### config.mk
export PLATFORM = sky130hd
export DESIGN_NAME = cla_subtractor
export DESIGN_NICKNAME = d
export VERILOG_FILES = /design/src/rtl/cla_pkg.sv /design/src/rtl/bla_slice4.sv /design/src/rtl/cla_subtractor.sv
export SDC_FILE = /design/constraint.sdc
export NUM_CORES = 1
export LEC_CHECK = 0
export ABC_AREA = 1
export CAP_MARGIN = 20
export CORE_UTILIZATION = 35
export CTS_CLUSTER_DIAMETER = 120
export CTS_CLUSTER_SIZE = 25
export DETAILED_ROUTE_END_ITERATION = 7
export GPL_ROUTABILITY_DRIVEN = 0
export GPL_TIMING_DRIVEN = 0
export SETUP_SLACK_MARGIN = 0.5
export SYNTH_ARGS = -nofsm -noshare
export SYNTH_HDL_FRONTEND = slang
export SYNTH_SLANG_ARGS = --single-unit
### constraint.sdc
create_clock -name clk -period 2.8 [get_ports clk]
set_input_delay 0.7 -clock clk [delete_from_list [all_inputs] [get_ports clk]]
set_output_delay 0.7 -clock clk [all_outputs]
set_load 0.01 [all_outputs]
### src/rtl/cla_pkg.sv
// Shared definitions for the nibble-serial adder/subtractor pair: slice width,
// sequencer states and the en/ready handshake both blocks present to the ALU.
package cla_pkg;

   localparam int NIBBLE_W = 4;

   typedef enum logic [1:0] {
      IDLE,
      RUN,
      DONE
   } state_e;

   // en is a level held for the whole operation; dropping it aborts or retires.
   // ready is high only in DONE and falls on the first edge that sees en low.
   typedef struct packed {
      logic en;
      logic ready;
   } handshake_t;

   // Index register width; stays at least one bit for a single-slice build.
   function automatic int idx_width(input int nibbles);
      return (nibbles > 1) ? $clog2(nibbles) : 1;
   endfunction

endpackage

### src/rtl/bla_slice4.sv
// Combinational 4-bit borrow-lookahead slice: d = a - b - bin, bout is the
// borrow leaving bit 3.
module bla_slice4 (
   input  logic [3:0] a,
   input  logic [3:0] b,
   input  logic       bin,
   output logic [3:0] d,
   output logic       bout
);

   logic [3:0] g;
   logic [3:0] p;
   logic [4:0] c;

   // A bit borrows on its own when a=0,b=1 and passes a borrow through when a==b.
   assign g = ~a & b;
   assign p = ~(a ^ b);

   assign c[0] = bin;
   assign c[1] = g[0] | (p[0] & bin);
   assign c[2] = g[1] | (p[1] & g[0]) | (p[1] & p[0] & bin);
   assign c[3] = g[2] | (p[2] & g[1]) | (p[2] & p[1] & g[0])
               | (p[2] & p[1] & p[0] & bin);
   assign c[4] = g[3] | (p[3] & g[2]) | (p[3] & p[2] & g[1])
               | (p[3] & p[2] & p[1] & g[0])
               | (p[3] & p[2] & p[1] & p[0] & bin);

   assign d    = a ^ b ^ c[3:0];
   assign bout = c[4];

endmodule

### src/rtl/cla_subtractor.sv
// Nibble-serial subtractor: one borrow-lookahead slice reused LSB nibble first;
// result and flags are published together when the last slice completes.
module cla_subtractor
   import cla_pkg::*;
#(
   parameter  int NIBBLES = 2,
   localparam int W       = NIBBLE_W * NIBBLES
) (
   input  logic         clk,
   input  logic         reset,
   input  logic         en,
   input  logic [W-1:0] A,
   input  logic [W-1:0] B,
   input  logic         b_in,
   output logic [W-1:0] Output,
   output logic         b_out,
   output logic         zero,
   output logic         negative,
   output logic         overflow,
   output logic         ready
);

   localparam int              IDX_W    = idx_width(NIBBLES);
   localparam logic [IDX_W-1:0] LAST_IDX = IDX_W'(NIBBLES - 1);

   state_e               state_q, state_d;
   logic [IDX_W-1:0]     idx_q, idx_d;
   logic [W-1:0]         a_q, a_d;
   logic [W-1:0]         b_q, b_d;
   logic                 brw_q, brw_d;
   logic [W-1:0]         shadow_q, shadow_d;
   logic [W-1:0]         out_q, out_d;
   logic                 bout_q, bout_d;
   logic                 zero_q, zero_d;
   logic                 neg_q, neg_d;
   logic                 ovf_q, ovf_d;
   logic                 ready_q, ready_d;

   logic [NIBBLE_W-1:0]  a_nib, b_nib, d_nib;
   logic                 bout_nib;
   logic [W-1:0]         merged;

   // Operand mux: pick the current nibble of the latched operands.
   always_comb begin
      a_nib = '0;
      b_nib = '0;
      for (int i = 0; i < NIBBLES; i++) begin
         if (idx_q == IDX_W'(i)) begin
            a_nib = a_q[i*NIBBLE_W +: NIBBLE_W];
            b_nib = b_q[i*NIBBLE_W +: NIBBLE_W];
         end
      end
   end

   bla_slice4 u_slice (
      .a    (a_nib),
      .b    (b_nib),
      .bin  (brw_q),
      .d    (d_nib),
      .bout (bout_nib)
   );

   always_comb begin
      merged = shadow_q;
      for (int i = 0; i < NIBBLES; i++) begin
         if (idx_q == IDX_W'(i)) begin
            merged[i*NIBBLE_W +: NIBBLE_W] = d_nib;
         end
      end
   end

   always_comb begin
      // NOTE: every next-state value defaults to its current value first, so no
      // path through the case statement can leave a variable unassigned (latch).
      state_d  = state_q;
      idx_d    = idx_q;
      a_d      = a_q;
      b_d      = b_q;
      brw_d    = brw_q;
      shadow_d = shadow_q;
      out_d    = out_q;
      bout_d   = bout_q;
      zero_d   = zero_q;
      neg_d    = neg_q;
      ovf_d    = ovf_q;
      ready_d  = ready_q;

      unique case (state_q)
         IDLE: begin
            if (en) begin
               a_d     = A;
               b_d     = B;
               brw_d   = b_in;
               idx_d   = '0;
               state_d = RUN;
            end
         end

         RUN: begin
            if (!en) begin
               // Abort: partial shadow is simply never published.
               state_d = IDLE;
            end else begin
               shadow_d = merged;
               brw_d    = bout_nib;
               if (idx_q == LAST_IDX) begin
                  state_d = DONE;
                  out_d   = merged;
                  bout_d  = bout_nib;
                  zero_d  = (merged == '0);
                  neg_d   = merged[W-1];
                  ovf_d   = (a_q[W-1] != b_q[W-1]) && (merged[W-1] != a_q[W-1]);
                  ready_d = 1'b1;
               end else begin
                  idx_d = idx_q + IDX_W'(1);
               end
            end
         end

         DONE: begin
            if (!en) begin
               state_d = IDLE;
               ready_d = 1'b0;
            end
         end

         default: state_d = IDLE;
      endcase
   end

   // NOTE: the operand latches and shadow are datapath-only, but they are reset
   // too so a restart after reset never sees stale values.
   always_ff @(posedge clk or posedge reset) begin
      if (reset) begin
         state_q  <= IDLE;
         idx_q    <= '0;
         a_q      <= '0;
         b_q      <= '0;
         brw_q    <= 1'b0;
         shadow_q <= '0;
         out_q    <= '0;
         bout_q   <= 1'b0;
         zero_q   <= 1'b0;
         neg_q    <= 1'b0;
         ovf_q    <= 1'b0;
         ready_q  <= 1'b0;
      end else begin
         // NOTE: non-blocking updates so every register samples pre-edge values.
         state_q  <= state_d;
         idx_q    <= idx_d;
         a_q      <= a_d;
         b_q      <= b_d;
         brw_q    <= brw_d;
         shadow_q <= shadow_d;
         out_q    <= out_d;
         bout_q   <= bout_d;
         zero_q   <= zero_d;
         neg_q    <= neg_d;
         ovf_q    <= ovf_d;
         ready_q  <= ready_d;
      end
   end

   assign Output   = out_q;
   assign b_out    = bout_q;
   assign zero     = zero_q;
   assign negative = neg_q;
   assign overflow = ovf_q;
   assign ready    = ready_q;

endmodule

-- Yosys cells after proc, flatten, opt, wreduce, memory -nomap -nowiden
Cells that the tools add are included.
- logic and storage cells: 84
- bits of input ports: 20
- output and inout bits: 13
- flip-flop bits (word level): 41
- equal/unequal tests: 9
- bitwise logic cells: 31
- multiplexer cells: 20
- reductions and logical operators: 11
- add/sub/neg operators: 1
- operators with widths (cell ; count):
    bitwise AND 1 bit ; 16
    2-to-1 mux 4 bit ; 4
    OR 1 bit ; 10
    AND reduction 3 bit ; 3
    logical NOT 8 bit ; 1
    2-to-1 mux 1 bit ; 8
    2-to-1 mux 2 bit ; 4
    != test 2 bit (second input constant) ; 4
    NOT 4 bit ; 2
    XOR 4 bit ; 2
    case mux 1 bit (2 select lines) ; 3
    case mux 2 bit (3 select lines) ; 1
    bitwise AND 4 bit ; 1
    AND reduction 2 bit ; 2
    AND reduction 4 bit ; 1
    nonzero test 2 bit ; 2
    != test 3 bit (second input constant) ; 1
    == test 2 x 1 -> 1 bit (second input constant) ; 1
    == test 2 bit (second input constant) ; 1
    logical NOT 2 bit ; 1
    != test 1 bit ; 2
    adder 1 bit (second input constant) ; 1
    logical AND 1 bit ; 1

-- Depth between registers and ports, before layout
Gate-level depths: netlist of run 1.
- depth after elaboration: 11
- gate-level depth with buffers: 16
- depth with buffers taken out: 15

-- Cells and area by module
Synthesis of run 1 repeated with hierarchy kept, for this count alone.
- cells, all modules: 266
- area total of the unflattened synthesis: 2115.8 um^2
- by module, submodules not included (module ; times used ; sequential area each (um^2) ; area each (um^2) ; cells an instance):
    cla_subtractor ; 1 ; 1001.0 ; 1865.5 ; 227
    bla_slice4 ; 1 ; 0.0 ; 250.2 ; 39

-- Worst setup path after synthesis of run 1
No wires, ideal clock.
- kind: flip-flop to flip-flop
- from: reg idx_q
- to: reg shadow_q[5]
- arrival time: 1.886 ns
- period minus slack after synthesis: 2.006 ns
- setup slack: 0.794 ns
- stages on the path, launching flop included: 11
- buffers on the path: 1
- required time: 2.680 ns
- setup time: 0.120 ns
- cell sequence: dfrtp_1 buf_6 inv_1 or2_2 o21ai_0 inv_1 fa_1 xor2_1 or2_1 o21ai_0 inv_1
- word-level cells in the longest chain between the ends: 7
- elaborated cells on any way between the ends: 10
- classes of those cells: mux (3); bitwise (7)
- ends and longest elaborated chain (item ; RTL line ; RTL):
    start: declaration ; cla_subtractor.sv:27 ; logic [IDX_W-1:0] idx_q, idx_d;
    start signal: assignment ; cla_subtractor.sv:150 ; idx_q <= idx_d;
    2-to-1 mux 4 bit ; cla_subtractor.sv:48 ; if (idx_q == IDX_W'(i)) begin
    XOR 4 bit ; bla_slice4.sv:17, bla_slice4.sv:28 ;
    NOT 4 bit ; bla_slice4.sv:17 ; assign p = ~(a ^ b);
    bitwise AND 1 bit ; bla_slice4.sv:20 ; assign c[1] = g[0] | (p[0] & bin);
    OR 1 bit ; bla_slice4.sv:20 ;
    XOR 4 bit ; bla_slice4.sv:28 ; assign d = a ^ b ^ c[3:0];
    2-to-1 mux 4 bit (*) ; cla_subtractor.sv:66 ; if (idx_q == IDX_W'(i)) begin
    end signal: assignment ; cla_subtractor.sv:154 ; shadow_q <= shadow_d;
    end: declaration ; cla_subtractor.sv:31 ; logic [W-1:0] shadow_q, shadow_d;
Mark *: on every way between the ends. The rest lies on a longest branch, timed or not.
A chain may end at the register's enable or synchronous reset.

-- Final worst setup path of run 1
- from: reg idx_q
- to: reg ovf_q (netlist: overflow)
- word-level cells in the longest chain between the ends: 11
- elaborated cells on any way between the ends: 19
- classes of those cells: eq/ne (1); mux (3); bitwise (13); reduce/logical (2)
- ends and longest elaborated chain (item ; RTL line ; RTL):
    2-to-1 mux 4 bit ; cla_subtractor.sv:48 ;
    XOR 4 bit / NOT 4 bit (equally long branches) ; bla_slice4.sv:17, bla_slice4.sv:28, bla_slice4.sv:16 ;
    NOT 4 bit / bitwise AND 4 bit (equally long branches) ; bla_slice4.sv:17, bla_slice4.sv:16 ;
    bitwise AND 1 bit, on equally long branches ; bla_slice4.sv:22, bla_slice4.sv:23 ;
    OR 1 bit, or another cell as far along ; bla_slice4.sv:22 ; assign c[3] = g[2] | (p[2] & g[1]) | (p[2] & p[1] & g[0])
    OR 1 bit / bitwise AND 1 bit (equally long branches) ; bla_slice4.sv:22, bla_slice4.sv:23 ;
    OR 1 bit ; bla_slice4.sv:23 ; | (p[2] & p[1] & p[0] & bin);
    XOR 4 bit ; bla_slice4.sv:28 ;
    2-to-1 mux 4 bit ; cla_subtractor.sv:66 ;
    != test 1 bit ; cla_subtractor.sv:112 ; ovf_d = (a_q[W-1] != b_q[W-1]) && (merged[W-1] != a_q[W-1]);
    logical AND 1 bit ; cla_subtractor.sv:112 ;
    end signal: assignment ; cla_subtractor.sv:159 ; ovf_q <= ovf_d;
    end: declaration ; cla_subtractor.sv:36 ; logic ovf_q, ovf_d;
Several ways; a longest one is shown, not always the timed one.

==> results of run 1 <==
cell usage in the layout, fill, tap and decap left out:
master / Yosys / final
a21oi_1: 5 / 5
clkdlybuf4s50_1: 0 / 32
nand2_2: 0 / 1
or2_2: 3 / 3
o21ai_1: 2 / 2
buf_6: 3 / 3
a31oi_1: 2 / 2
nand3_2: 1 / 3
clkbuf_2: 0 / 1
buf_2: 3 / 3
nor2_4: 1 / 1
o221ai_1: 1 / 1
nor2_1: 12 / 12
mux2i_1: 1 / 1
nand2_1: 75 / 74
o21ai_2: 0 / 2
buf_4: 1 / 4
ha_1: 5 / 5
o21ai_0: 18 / 16
o31ai_1: 1 / 1
inv_2: 1 / 2
or2_1: 2 / 2
xnor2_1: 1 / 1
nor2_2: 1 / 1
clkbuf_1: 1 / 1
clkbuf_8: 0 / 5
nand4_1: 1 / 1
fa_1: 1 / 1
nand3_1: 10 / 8
clkinvlp_4: 0 / 1
xor2_2: 0 / 1
inv_1: 29 / 27
dfrtp_1: 39 / 39
through the flow:
stage / setup WS (ns) / cells / cell area, um^2
6_report: 0.610 / 332 / 2390
3_3_place_gp: 0.326 / 323 / 2260
5_1_grt: 0.438 / 332 / 2390
4_1_cts: 0.551 / 329 / 2340
2_1_floorplan: 0.794 / 221 / 1850
3_5_place_dp: 0.504 / 323 / 2260
state kept, by name (all words and copies together) (netlist names):
name	cells
Output	8
a_q	8
b_q	8
shadow_q	7
state_q	2
b_out	1
brw_q	1
idx_q	1
overflow	1
ready	1
zero	1
final timing paths:
kind	start	end	slack [ns]	depth (start not counted)
max in group asynchronous	reset	zero	1.39	2
setup reg to reg	idx_q	overflow	0.61	16
min in group asynchronous	reset	a_q[1]	0.89	2
hold / removal	a_q[4]	a_q[4]	0.47	2
hold reg to reg	a_q[4]	a_q[4]	0.47	2
setup / recovery	idx_q	overflow	0.61	16
what timing repair did:
item / in CTS / in global routing
pin swaps: 0 / 1
setup endpoints to repair: 1 / 8
setup buffers: 0 / 3
gates resized for setup: 1 / 10
cloned: 0 / 0
routing by layer:
layer,wire [um],GRT usage (%),vias up
li1,-,-,762
met1,1790,18.3,690
met2,1770,24.7,31
met3,125,4.02,5
met4,53,5.66,0
met5,0,0,-
worst min-delay path, cell delays in order (launching register included):
cell and delay, ns:
dfrtp_1 0.34, nand2_1 0.05, nand2_1 0.05
synthesized netlist by cell type (2+ instances only):
master   number
inv_1        29
o21ai_1       2
or2_2         3
dfrtp_1      39
a21oi_1       5
nor2_1       12
nand2_1      75
buf_2         3
nand3_1      10
or2_1         2
a31oi_1       2
ha_1          5
buf_6         3
o21ai_0      18
kinds of logic (layout without fill, tap and decap cells):
logic type,count (synthesis),in the layout
muxes,1,1
and+or+nand+nor,106,106
xor gates and xnor gates,2,2
DFF,39,39
AOI/OAI and AO/OA,29,29
buffers and inverters,38,79
adders and majority gates,6,6
report_power, final:
group	leakage, uW	internal, uW	switching [uW]
Sequential	0.000468	833	147
Clock	0.0000371	166	182
Combinational	0.000692	719	916
layout make-up:
type / count / area, um^2
clock buffer: 6 / 72.6
multi-input combinational: 144 / 733
fill: 541 / 2720
timing repair buffer: 35 / 343
inverter: 30 / 116
tap: 70 / 87.6
sequential: 39 / 976
buffer: 8 / 61.3
==> flow_summary.toml, run 1 <==
[cts]
clk_path_buf_depth = 2
cts_hold_buf = 0
cts-buffers-inserted = 5
clk_latency_ns = 0.29
clock-root-buffer = "clkbuf_8"
h-tree-depth = 2
clk_pin_slew_worst_paths_ns = 0.07
clock_sinks = 39
cts_tree = "built"

[critical_path]
worst_path_max_delay_cell = "dfrtp_1"
path_class = "flop to flop"
path_delay_family = "simple AND/OR/NAND/NOR gates"
path_buf_inv = 3
crit_chain = "buf_6 -> clkinvlp_4 -> or2_2 -> o21ai_2 -> inv_1 -> ha_1 -> nand2_1 -> nand2_1 -> nand2_1 -> nand2_1 -> nand2_2 -> nand3_2 -> nand2_1 -> nand2_1 -> nand3_1 -> nand2_1"
crit_fanout = 8
cp_slowest_stage_delay_ns = 0.34
crit_arrival_ns = 2.37
crit_required_ns = 2.98
crit_path_end_kind = "flop"
cpMostUsedCell = "nand2_1"
cp-start-kind = "flop"

[floorplan]
rows = 26
die_h_um = 74.8
die_w_um = 74.8
pin_count = 33
dieArea_mm2 = 0.00559
core_region_area_mm2 = 0.00511
start_util_pct = 36.3

[detailed_routing]
wl_per_cell_um = 11.3
ant_nets = 0
vias_per_cell = 4.48
first_pass_iters = 5
num_vias = 1488
drtIter0Drc = 47
wl_mm = 3.74
drc = 0

[job]
drv_cap = 0

[timing]
rsz0062_at_grt = "true"
tns_ns = 0
slew_headroom_pct = 45.4
period_needed_ns = 2.19
fin_worst_skew_ns = 0.00569
finalCritPeriodShare_pct = 78.2
slew_viol_final = 0
hold_viol_final = 0
fin_hold_ws_ns = 0.471
max_freq_mhz = 457
setup_violations = 0
worst_pin_slew_ns = 0.819

[final_layout]
drive_above_1_share_pct = 11.8
fin_util_pct = 46.8
fin_nets = 289
syn_to_final_growth_pct = 28.9
diodes = 0

[synthesis]
synth_top_area_share_pct = 52.6
synth_edf_count = 0
synth_simple_gate_area_share_pct = 23.8
synth_top_family_by_area = "simple AND/OR/NAND/NOR gates"
synth_mux_area_share_pct = 0.540
synth_nets = 247
syn_inst = 221
synth_fa_ha_area_share_pct = 4.45
synth-xor-area-share_pct = 0.945
yosysUniqueCellTypes = 27
syn-cell-area_mm2 = 0.00185
synth-compound-area-share_pct = 8.30
synth_area_leaders = "dfrtp_1, nand2_1, inv_1"
ys_seq_area_share_pct = 52.6
synthFlopType = "dfrtp_1"
ys_warn_count = 0
avgSynthCellArea_um2 = 8.39
synth-seq-cells = 39
synthArstFlopShare_pct = 100
synth_top_cell_by_area = "dfrtp_1"

[global_route]
grt_pass1_vias = 1379
overflow = 0
grt_start_max_net_pins = 40
grtUsageTotal_pct = 14.8
antenna_found_initial = 0
grt_first_pass_wirelength_mm = 6.14

[place]
port_buffers = 32
hpwl_mm = 2.66

[pwr]
power_uw = 2960
p_leak_uw = 0.00120
power_density_mw_per_mm2 = 1240
max-vdd-ir-drop_uv = 398

[min_path]
hold_class = "flop to flop"

[run_status]
status = "finished clean"
(Power assumes the default switching activity.)
==> run 2: changes to the inputs <==
==> constraint.sdc (replaced) <==
create_clock -name clk -period 2 [get_ports clk]
set_input_delay 0.5 -clock clk [delete_from_list [all_inputs] [get_ports clk]]
set_output_delay 0.5 -clock clk [all_outputs]
set_load 0.01 [all_outputs]
==> flow_summary.toml, run 2 (synthesized netlist as in run 1, its figures left out) <==
[timing]
setup_violations = 0
fin_worst_skew_ns = 0.00817
slew_viol_final = 0
max_freq_mhz = 507
finalCritPeriodShare_pct = 98.7
slew_headroom_pct = 45.3
fin_hold_ws_ns = 0.476
period_needed_ns = 1.97
rsz0062_at_grt = "true"
hold_viol_final = 0
fin_ws_ns = 0.0268
worst_pin_slew_ns = 0.820
tns_ns = 0

[final_layout]
stdcell_count = 348
final_common_cell = "nand2_1"
drive_above_1_share_pct = 25.2
diodes = 0
fin_util_pct = 51.7
syn_to_final_growth_pct = 42.4
fillers = 496
layout_common_cells = "nand2_1, dfrtp_1, inv_1"
fin_nets = 303

[global_route]
grtUsageTotal_pct = 16.8
grt_pass1_vias = 1597
grt_first_pass_wirelength_mm = 6.98
overflow = 0
grt_start_max_net_pins = 40
antenna_found_initial = 0

[cts]
cts-buffers-inserted = 5
clock_sinks = 39
cts_tree = "built"
clk_pin_slew_worst_paths_ns = 0.08
clk_path_buf_depth = 2
clock-root-buffer = "clkbuf_8"
h-tree-depth = 2
clk_latency_ns = 0.29

[detailed_routing]
ant_nets = 0
wl_mm = 4.05
num_vias = 1554
wl_per_cell_um = 11.6
drc = 0
drtIter0Drc = 25
first_pass_iters = 4
vias_per_cell = 4.47

[pwr]
comb_power_share_pct = 61.6
p_leak_uw = 0.00133
p_seq_share_pct = 26.8
max-vdd-ir-drop_uv = 833
internal_power_uw = 3000
power_density_mw_per_mm2 = 1960
power_frac_clock_pct = 11.6
p_switching_uw = 2160
p_sw_share_pct = 41.9

[floorplan]
start_util_pct = 36.3
dieArea_mm2 = 0.00559
die_w_um = 74.8
pin_count = 33
die_h_um = 74.8
core_region_area_mm2 = 0.00511
rows = 26

[place]
place_inst = 323
port_buffers = 32
hpwl_mm = 2.66
dpl_worst_slack_ns = -0.0771

[job]
drv_cap = 0

[critical_path]
crit_path_end_kind = "flop"
cp-start-kind = "flop"
crit_required_ns = 2.19
crit_arrival_ns = 2.16
crit_fanout = 5
path_class = "flop to flop"

[run_status]
status = "finished clean"

[min_path]
hold_class = "flop to flop"
## run 2: cell type report
class	count	area, um^2	share of cell area (%)
inverter	30	118	4.45
sequential	39	976	36.9
clock buffer	7	96.3	3.65
tap	70	87.6	3.32
clock inverter	1	7.51	0.284
timing repair buffer	49	438	16.6
buffer	8	75.1	2.84
multi-input combinational	144	843	31.9
## run 2: what timing repair did
action,4_1_cts,5_1_grt
pin swaps,13,14
endpoints found under the hold margin,0,0
cloned,1,0
buffers inserted,16,0
gates resized for setup,34,19
setup endpoints to repair,48,17
hold buffers,0,0
## run 2: final timing paths
check / slack, ns / end / cells past startpoint / from
worst min register to register: 0.48 / Output[0] / 2 / Output[0]
worst max-delay path: 0.03 / Output[5] / 10 / idx_q
max in group asynchronous: 0.79 / a_q[2] / 2 / reset
worst max register to register: 0.03 / Output[5] / 10 / idx_q
min in group asynchronous: 0.67 / b_q[2] / 2 / reset
worst min-delay path: 0.48 / Output[0] / 2 / Output[0]
## run 2: power by group through the flow
stage / logic [uW] / registers [uW] / clock network [uW]
after floorplan: 1550 / 1400 / 0
after global placement: 2240 / 1380 / 0
after detailed placement: 2280 / 1390 / 0
after CTS: 2880 / 1380 / 611
after global routing: 3580 / 1430 / 646
final: 3180 / 1390 / 600
## run 2: metal layers
layer	global-route usage (%)	part of all wire, %	vias to the layer above
met3	4.02	2.5	4
li1	-	-	801
met2	28.9	50	29
met4	5.03	1.0	0
met1	20.9	46	720
met5	0	0	-
## run 2: worst max-delay path, cell delays in order, from the launching register on
cell and delay, ns:
dfrtp_1 0.38, buf_6 0.13, inv_4 0.07, or2_4 0.12, o21ai_4 0.05, buf_4 0.13
fa_2 0.40, xor2_2 0.20, or2_1 0.25, o21ai_1 0.08, inv_1 0.05
## run 2: metrics by stage
stage	instance area, um^2	power (uW)
after floorplan	1900	2950
after global placement	2310	3620
after detailed placement	2310	3670
after CTS	2580	4870
after global routing	2640	5660
final	2640	5170
